### config.mk
export PLATFORM = sky130hd
export DESIGN_NAME = rf_wb_arbiter
export DESIGN_NICKNAME = d
export VERILOG_FILES = /design/src/rtl/rf_wb_arbiter_pkg.sv /design/src/rtl/rf_wb_fifo.sv /design/src/rtl/rf_wb_arbiter.sv
export SDC_FILE = /design/constraint.sdc
export NUM_CORES = 1
export LEC_CHECK = 0
export BUFFER_PORTS_ARGS = -buffer_cell sky130_fd_sc_hd__buf_2
export CORE_MARGIN = 1.5
export CORE_UTILIZATION = 50
export DETAILED_ROUTE_END_ITERATION = 7
export HOLD_SLACK_MARGIN = 0.03
export PLACE_DENSITY = 0.74
export SETUP_SLACK_MARGIN = 0.2
export SLEW_MARGIN = 25
export SYNTH_ARGS = -nofsm -noshare
export SYNTH_HDL_FRONTEND = slang
export SYNTH_SLANG_ARGS = --single-unit
### constraint.sdc
create_clock -name clk -period 7.43 [get_ports clk]
set_clock_uncertainty 0.1 [all_clocks]
set_input_delay 1.1145 -clock clk [delete_from_list [all_inputs] [get_ports clk]]
set_output_delay 1.1145 -clock clk [all_outputs]
set_load 0.01 [all_outputs]
### src/rtl/rf_wb_arbiter_pkg.sv
// Shared types for the register-file write-port arbiter: RF widths, the buffered MDU
// entry {squash, addr, data} and the write-source selector.
package rf_wb_arbiter_pkg;

  localparam int RF_AW = 5;
  localparam int RF_DW = 32;

  typedef logic [RF_AW-1:0] rf_addr_t;
  typedef logic [RF_DW-1:0] rf_data_t;

  // 38-bit entry word: squash at the top, then addr, then data.
  typedef struct packed {
    logic     squash;
    rf_addr_t addr;
    rf_data_t data;
  } rf_entry_t;

  typedef enum logic [1:0] {
    SRC_NONE,
    SRC_WB,
    SRC_FIFO,
    SRC_MDU
  } wr_src_e;

endpackage

### src/rtl/rf_wb_fifo.sv
// DEPTH-entry FIFO of MDU results with a parallel squash-by-address port.
// Per-entry live/addr taps exist only when RFWB_BUSY_MASK_EN is defined.
module rf_wb_fifo
  import rf_wb_arbiter_pkg::*;
#(
  parameter int DEPTH = 2
) (
  input  logic       clk,
  input  logic       rstn,
  input  logic       push,
  input  rf_entry_t  push_entry,
  input  logic       pop,
  output rf_entry_t  head,
  output logic       full,
  output logic       empty,
`ifdef RFWB_BUSY_MASK_EN
  output logic [DEPTH-1:0] ent_live,
  output rf_addr_t   ent_addr [DEPTH],
`endif
  input  logic       sq_en,
  input  rf_addr_t   sq_addr
);

  localparam int PW = $clog2(DEPTH);
  localparam int CW = PW + 1;

  rf_entry_t         mem [DEPTH];
  logic [PW-1:0]     wr_ptr;
  logic [PW-1:0]     rd_ptr;
  logic [CW-1:0]     count;
  logic [PW-1:0]     offset [DEPTH];
  logic [DEPTH-1:0]  valid;

  assign head  = mem[rd_ptr];
  assign full  = (count == CW'(DEPTH));
  assign empty = (count == '0);

  // An entry is live when its distance from the read pointer is below the occupancy.
  always_comb begin
    for (int i = 0; i < DEPTH; i++) begin
      offset[i] = PW'(i) - rd_ptr;
      valid[i]  = ({1'b0, offset[i]} < count);
    end
  end

  always_ff @(posedge clk or negedge rstn) begin
    if (!rstn) begin
      wr_ptr <= '0;
      rd_ptr <= '0;
      count  <= '0;
    end else begin
      if (push) wr_ptr <= wr_ptr + PW'(1);
      if (pop)  rd_ptr <= rd_ptr + PW'(1);
      case ({push, pop})
        2'b10:   count <= count + CW'(1);
        2'b01:   count <= count - CW'(1);
        default: ;
      endcase
    end
  end

  // NOTE: storage has no reset; the pointers and count alone decide which entries are live.
  always_ff @(posedge clk) begin
    for (int i = 0; i < DEPTH; i++) begin
      if (sq_en && valid[i] && (mem[i].addr == sq_addr)) mem[i].squash <= 1'b1;
    end
    if (push) mem[wr_ptr] <= push_entry;
  end

`ifdef RFWB_BUSY_MASK_EN
  always_comb begin
    for (int i = 0; i < DEPTH; i++) begin
      ent_live[i] = valid[i] && !mem[i].squash;
      ent_addr[i] = mem[i].addr;
    end
  end
`endif

endmodule

### src/rtl/rf_wb_arbiter.sv
// Shares the RF write port between the WB stage (fixed priority) and buffered MDU results,
// with WAW squash and a starvation stall. Optional busy_mask output: RFWB_BUSY_MASK_EN.
module rf_wb_arbiter
  import rf_wb_arbiter_pkg::*;
#(
  parameter int DEPTH      = 2,
  parameter int STARVE_MAX = 4
) (
  input  logic             clk,
  input  logic             rstn,
  input  logic             pl_wr,
  input  logic [RF_AW-1:0] pl_addr,
  input  logic [RF_DW-1:0] pl_data,
  output logic             pl_stall,
  input  logic             mdu_valid,
  output logic             mdu_ready,
  input  logic [RF_AW-1:0] mdu_addr,
  input  logic [RF_DW-1:0] mdu_data,
  output logic             rf_we,
  output logic [RF_AW-1:0] rf_a3,
  output logic [RF_DW-1:0] rf_wd
`ifdef RFWB_BUSY_MASK_EN
  ,
  output logic [31:0]      busy_mask
`endif
);

  localparam int SW = $clog2(STARVE_MAX + 1);

  logic      fifo_full;
  logic      fifo_empty;
  logic      fifo_push;
  logic      fifo_pop;
  rf_entry_t fifo_head;
  rf_entry_t push_entry;
  logic      pl_grant;
  logic      mdu_acc;
  logic      mdu_live;
  wr_src_e   wr_src;
  logic [SW-1:0] starve_cnt;

`ifdef RFWB_BUSY_MASK_EN
  logic [DEPTH-1:0] ent_live;
  rf_addr_t         ent_addr [DEPTH];
`endif

  assign mdu_ready  = !fifo_full;
  assign push_entry = '{squash: 1'b0, addr: mdu_addr, data: mdu_data};

  // NOTE: every signal gets its default before the if-chain so no latch is inferred.
  always_comb begin
    pl_grant = pl_wr && (pl_addr != '0);
    mdu_acc  = mdu_valid && mdu_ready;
    mdu_live = mdu_acc && (mdu_addr != '0);
    wr_src   = SRC_NONE;
    if (pl_grant)        wr_src = SRC_WB;
    else if (!fifo_empty) wr_src = SRC_FIFO;
    else if (mdu_live)   wr_src = SRC_MDU;
    fifo_pop  = (wr_src == SRC_FIFO);
    // A same-cycle WB write to the same register makes the MDU result dead on arrival.
    fifo_push = mdu_live && (wr_src != SRC_MDU) && !(pl_grant && (mdu_addr == pl_addr));
  end

  rf_wb_fifo #(.DEPTH(DEPTH)) u_fifo (
    .clk        (clk),
    .rstn       (rstn),
    .push       (fifo_push),
    .push_entry (push_entry),
    .pop        (fifo_pop),
    .head       (fifo_head),
    .full       (fifo_full),
    .empty      (fifo_empty),
`ifdef RFWB_BUSY_MASK_EN
    .ent_live   (ent_live),
    .ent_addr   (ent_addr),
`endif
    .sq_en      (pl_grant),
    .sq_addr    (pl_addr)
  );

  // NOTE: sequential state uses <= only; the early defaults are overridden by later <=.
  always_ff @(posedge clk or negedge rstn) begin
    if (!rstn) begin
      rf_we      <= 1'b0;
      rf_a3      <= '0;
      rf_wd      <= '0;
      pl_stall   <= 1'b0;
      starve_cnt <= '0;
    end else begin
      rf_we    <= 1'b0;
      pl_stall <= 1'b0;
      unique case (wr_src)
        SRC_WB: begin
          rf_we <= 1'b1;
          rf_a3 <= pl_addr;
          rf_wd <= pl_data;
        end
        SRC_FIFO: begin
          if (!fifo_head.squash) begin
            rf_we <= 1'b1;
            rf_a3 <= fifo_head.addr;
            rf_wd <= fifo_head.data;
          end
        end
        SRC_MDU: begin
          rf_we <= 1'b1;
          rf_a3 <= mdu_addr;
          rf_wd <= mdu_data;
        end
        default: ;
      endcase
      // The loss that brings the count to STARVE_MAX raises the stall for the next cycle.
      if (pl_grant && !fifo_empty) begin
        if (starve_cnt == SW'(STARVE_MAX - 1)) begin
          pl_stall   <= 1'b1;
          starve_cnt <= '0;
        end else begin
          starve_cnt <= starve_cnt + SW'(1);
        end
      end else begin
        starve_cnt <= '0;
      end
    end
  end

`ifdef RFWB_BUSY_MASK_EN
  always_comb begin
    busy_mask = '0;
    for (int i = 0; i < DEPTH; i++) begin
      if (ent_live[i]) busy_mask[ent_addr[i]] = 1'b1;
    end
    busy_mask[0] = 1'b0;
  end
`endif

endmodule

Yosys cells after proc, flatten, opt, wreduce, memory -nomap -nowiden --
Memory sizes are Yosys's and may differ from the RTL's. Cells that the tools add are included.
Storage, ports and cells: memories 1, flip-flop bits (word level) 46, output and inout port bits 40, word-level logic and storage cells 71, RAM bits 76, input bits 78
Cells by class: $add $sub $neg 7, eq/ne operators 12, muxes and demuxes 20, reduce and logical (&&, ||, !) cells 21, order comparisons 2
Memory list:
- u_fifo.mem | depth 2, width 38, read ports 3, clocked after memory_dff 0, write ports 3, line rf_wb_fifo.sv:27 | rf_entry_t mem [DEPTH];
Operator list (count):
- $pmux W32 S3 | 1
- $mux W32 | 1
- $eq A5 B5 Y1 | 3
- $pmux W5 S3 | 1
- $logic_and A1 B1 Y1 | 11
- $reduce_bool A5 Y1 | 2
- $mux W1 | 9
- $eq A2 B2 Y1 const B | 4
- $mux W2 | 3
- $mux W3 | 2
- $mux W5 | 1
- $eq A2 B1 Y1 const B | 2
- $lt A1 B2 Y1 | 2
- $ne A2 B2 Y1 const B | 2
- $pmux W2 S2 | 1
- $add A3 B1 Y3 const B | 1
- $eq A3 B2 Y1 const B | 1
- $logic_not A1 Y1 | 3
- $reduce_bool A3 Y1 | 1
- $add A1 B1 Y1 const B | 2
- $add A2 B1 Y2 const B | 1
- $logic_not A2 Y1 | 1
- $pmux W1 S2 | 1
- $reduce_and A2 Y1 | 1
- other kinds (4) | 5

Logic depth before layout (Yosys ltp) --
depth after elaboration 12, mapped depth 10, gate-level depth less buffers 9

Cells and area by module --
Synthesis repeated with hierarchy kept, for this count alone.
Unflattened totals: cell total of the unflattened synthesis 365, area, all modules 5482.8 um^2
Modules (own cells, without submodules):
- rf_wb_fifo | times used 1, cells each 158, area each 3101.7 um^2, seq. area each 2362.3 um^2
- rf_wb_arbiter | times used 1, cells each 207, area each 2381.0 um^2, seq. area each 1051.0 um^2

Least setup slack after synthesis --
No wires, ideal clock.
path type input-to-reg, from in pl_addr[3], to mem u_fifo.mem[0][0] in the netlist's numbering, enable pin, arrival time 3.922 ns, library setup time 0.431 ns, stages on the path 6, slack 2.977 ns, data required time 6.899 ns, path buffers 0, cell sequence or4_1 > o21ai_0 > nor4_1 > nor3_2 > inv_1 > nor2_1
RTL lines:
- start: declaration | line rf_wb_arbiter.sv:12 | input logic [RF_AW-1:0] pl_addr,
- end: declaration | line rf_wb_fifo.sv:27

==> impl_metrics.json <==
{
  "grt.total_usage_pct": 21.9,
  "ioPinCount": 118,
  "postRouteAntennaNets": 0,
  "finalHoldViolCount": 0,
  "antenna_found_initial": 1,
  "grt_max_degree": 71,
  "num-nets-final": 622,
  "yosys_warnings": 0,
  "cts_resized": 0,
  "regToRegSetupSlack_ns": 4.51,
  "ys_types": 40,
  "worstMarginPinSlew_ns": 1.01,
  "final_common_cell": "buf_2",
  "netlist_area_um2": 5410,
  "num_vias": 3789,
  "reg2regPathDepth": 5,
  "crit_start": "pl_addr[3]",
  "timing.rr.end": "rf_wd[14]$_DFFE_PN0P_",
  "cts_setup_buffers": 0,
  "worstSetupPathType": "in2reg",
  "grt_overflow": 0,
  "drcViolationCount": 0,
  "hold_buffers": 0,
  "design.core.area_um2": 10400,
  "grt_pass1_wl_um": 19100,
  "fmax_mhz": 288,
  "drt_first_iter_violations": 250,
  "cts.root.buffer_cell": "clkbuf_8",
  "seq_area_frac_synth_pct": 63.0,
  "status": "complete, no violations",
  "crit_end": "u_fifo.mem[0][11]$_DFFE_PP_",
  "die_w_um": 107,
  "synth-edff-count": 74,
  "row_count": 37,
  "min_period_over_period_pct": 46.7,
  "yosys_most_used_dff": "edfxtp_1",
  "initial_core_util_pct": 52.0,
  "r2r_start": "u_fifo.rd_ptr$_DFFE_PN0P_",
  "ys_ff_latch": 122,
  "fin_crit_ns": 3.47,
  "slew-limit-headroom_pct": 32.7,
  "port_buffers": 117,
  "hpwl_um": 7330,
  "clock_path_buffers": 2,
  "drt-total-wl_um": 11900,
  "drv_slew": 0,
  "cts_buffers": 17,
  "synth_cells": 437,
  "cts_tree": "built",
  "final_cell_mix": "buf_2 (116), edfxtp_1 (74), dfrtp_1 (45)",
  "worstPathCellList": "buf_2, or4_1, o21ai_0, nor4_1, nor3_2, inv_1, nor2_4, buf_16",
  "powerDensity_nw_per_um2": 406,
  "setup_tns_ns": 0,
  "area_growth_pct": 22.8,
  "cts_sinks": 122,
  "drive_gt1_share_pct": 28.2,
  "setup_viol_count_final": 0,
  "dieArea_um2": 11500,
  "synth-async-reset-ratio_pct": 37.7,
  "required_ns": 7.55,
  "worstHoldPathType": "reg2reg",
  "power_mw": 2.70,
  "rsz0062_at_grt": "false",
  "endpoint_kind": "flop",
  "wl_per_cell_um": 17.1,
  "gp_congestion": 0.913,
  "critPathMaxStageDelay_ns": 0.55,
  "leakage_nw": 2.84,
  "clk_pin_slew_ns": 0.05,
  "syn_avg_cell_area_um2": 12.4,
  "grt_pass1_vias": 3845,
  "drv_cap": 0,
  "ir_drop_v": 0.000208,
  "clk_latency_ns": 0.51,
  "cts_max_level": 4,
  "via_per_inst": 5.48,
  "critPathLaunchType": "primary input",
  "cp.arrival_ns": 3.58,
  "slowest_stage": "or4_1",
  "worstPathMaxFanout": 20,
  "syn_nets": 517,
  "hold_depth": 1,
  "first_pass_iters": 4,
  "die_h_um": 107
}
[kinds of logic after synthesis]
family          after synthesis  share of synthesized area [%]
xor+xnor                     20                           3.24
buf+inv                      36                           3.63
simple gates                103                           8.00
flops                       122                           63.0
mux                          37                           6.84
fa+ha+maj                     2                          0.462
compound gates              117                           14.8
[registers in the layout, summed over array words and instances, names as in the netlist]
register and flops:
rf_we 1, u_fifo.mem 76, starve_cnt 3, u_fifo.wr_ptr 1
rf_a3 5, u_fifo.count 2, u_fifo.rd_ptr 1, pl_stall 1
rf_wd 32
[synth_stat cells (3+ instances only)]
library cell | count | area share [%]
a211o_1 | 32 | 5.2
a21oi_1 | 37 | 3.4
a221o_1 | 5 | 0.92
a31oi_1 | 32 | 3.7
buf_1 | 3 | 0.21
buf_6 | 8 | 1.7
clkbuf_1 | 22 | 1.5
dfrtp_1 | 46 | 21
edfxtp_1 | 74 | 41
mux2i_1 | 37 | 6.8
nand2_1 | 44 | 3.1
nor2_1 | 42 | 2.9
xnor2_1 | 14 | 2.3
xor2_1 | 6 | 0.97
[report_power, final]
| group | switching, mW | internal (mW) | total (mW) | leakage [nW] |
|---|---|---|---|---|
| logic | 0.446 | 0.351 | 0.797 | 1.31 |
| clock network | 0.273 | 0.540 | 0.813 | 0.289 |
| registers | 0.147 | 0.944 | 1.09 | 1.24 |
[how the worst min path moves through the flow]
stage,start,end,slack [ns]
finish,u_fifo.mem[0][37]$_SDFF_PP0_,u_fifo.mem[0][37]$_SDFF_PP0_,0.36
global route,starve_cnt[0]$_DFF_PN0_,starve_cnt[0]$_DFF_PN0_,0.38
CTS,u_fifo.mem[0][37]$_SDFF_PP0_,u_fifo.mem[0][37]$_SDFF_PP0_,0.37
detailed placement,starve_cnt[0]$_DFF_PN0_,starve_cnt[0]$_DFF_PN0_,0.34
global placement,starve_cnt[0]$_DFF_PN0_,starve_cnt[0]$_DFF_PN0_,0.33
floorplan,starve_cnt[0]$_DFF_PN0_,starve_cnt[0]$_DFF_PN0_,0.32
[worst max-delay path, delay by kind of cell]
family          cells  cell delay [ns]
compound gates      1             0.46
buf+inv             3             0.54
simple gates        4             1.44
[layout make-up]
| cell class | count | area (µm²) |
|---|---|---|
| inverter | 2 | 7.51 |
| clock inverter | 9 | 119 |
| sequential | 122 | 3420 |
| clock buffer | 22 | 473 |
| timing repair buffer | 120 | 631 |
| fill | 809 | 3770 |
| tap | 136 | 170 |
| antenna | 1 | 2.50 |
| multi-input combinational | 279 | 1830 |
[stage by stage]
step / hold WS [ns] / std cells / cell area [µm²] / utilization (%) / setup WS (ns)
4_1_cts: 0.367 / 689 / 6620 / 63.6 / 3.78
2_1_floorplan: 0.319 / 437 / 5410 / - / 2.98
3_5_place_dp: 0.342 / 658 / 6030 / 57.9 / 3.25
3_3_place_gp: 0.331 / 658 / 6020 / 57.8 / 3.35
5_1_grt: 0.384 / 691 / 6650 / 63.8 / 3.82
6_report: 0.362 / 691 / 6650 / 63.8 / 3.96
[routing by layer]
| metal | part of all wire [%] | track usage (%) | vias to the layer above | wire (µm) |
|---|---|---|---|---|
| met4 | 2.2 | 9.52 | 0 | 265 |
| met5 | 0 | 0 | - | 0 |
| li1 | - | - | 1846 | - |
| met3 | 4.9 | 4.86 | 23 | 576 |
| met1 | 45 | 29.5 | 1802 | 5330 |
| met2 | 48 | 34.2 | 118 | 5680 |
No activity file was read; power rests on OpenSTA's default activity.
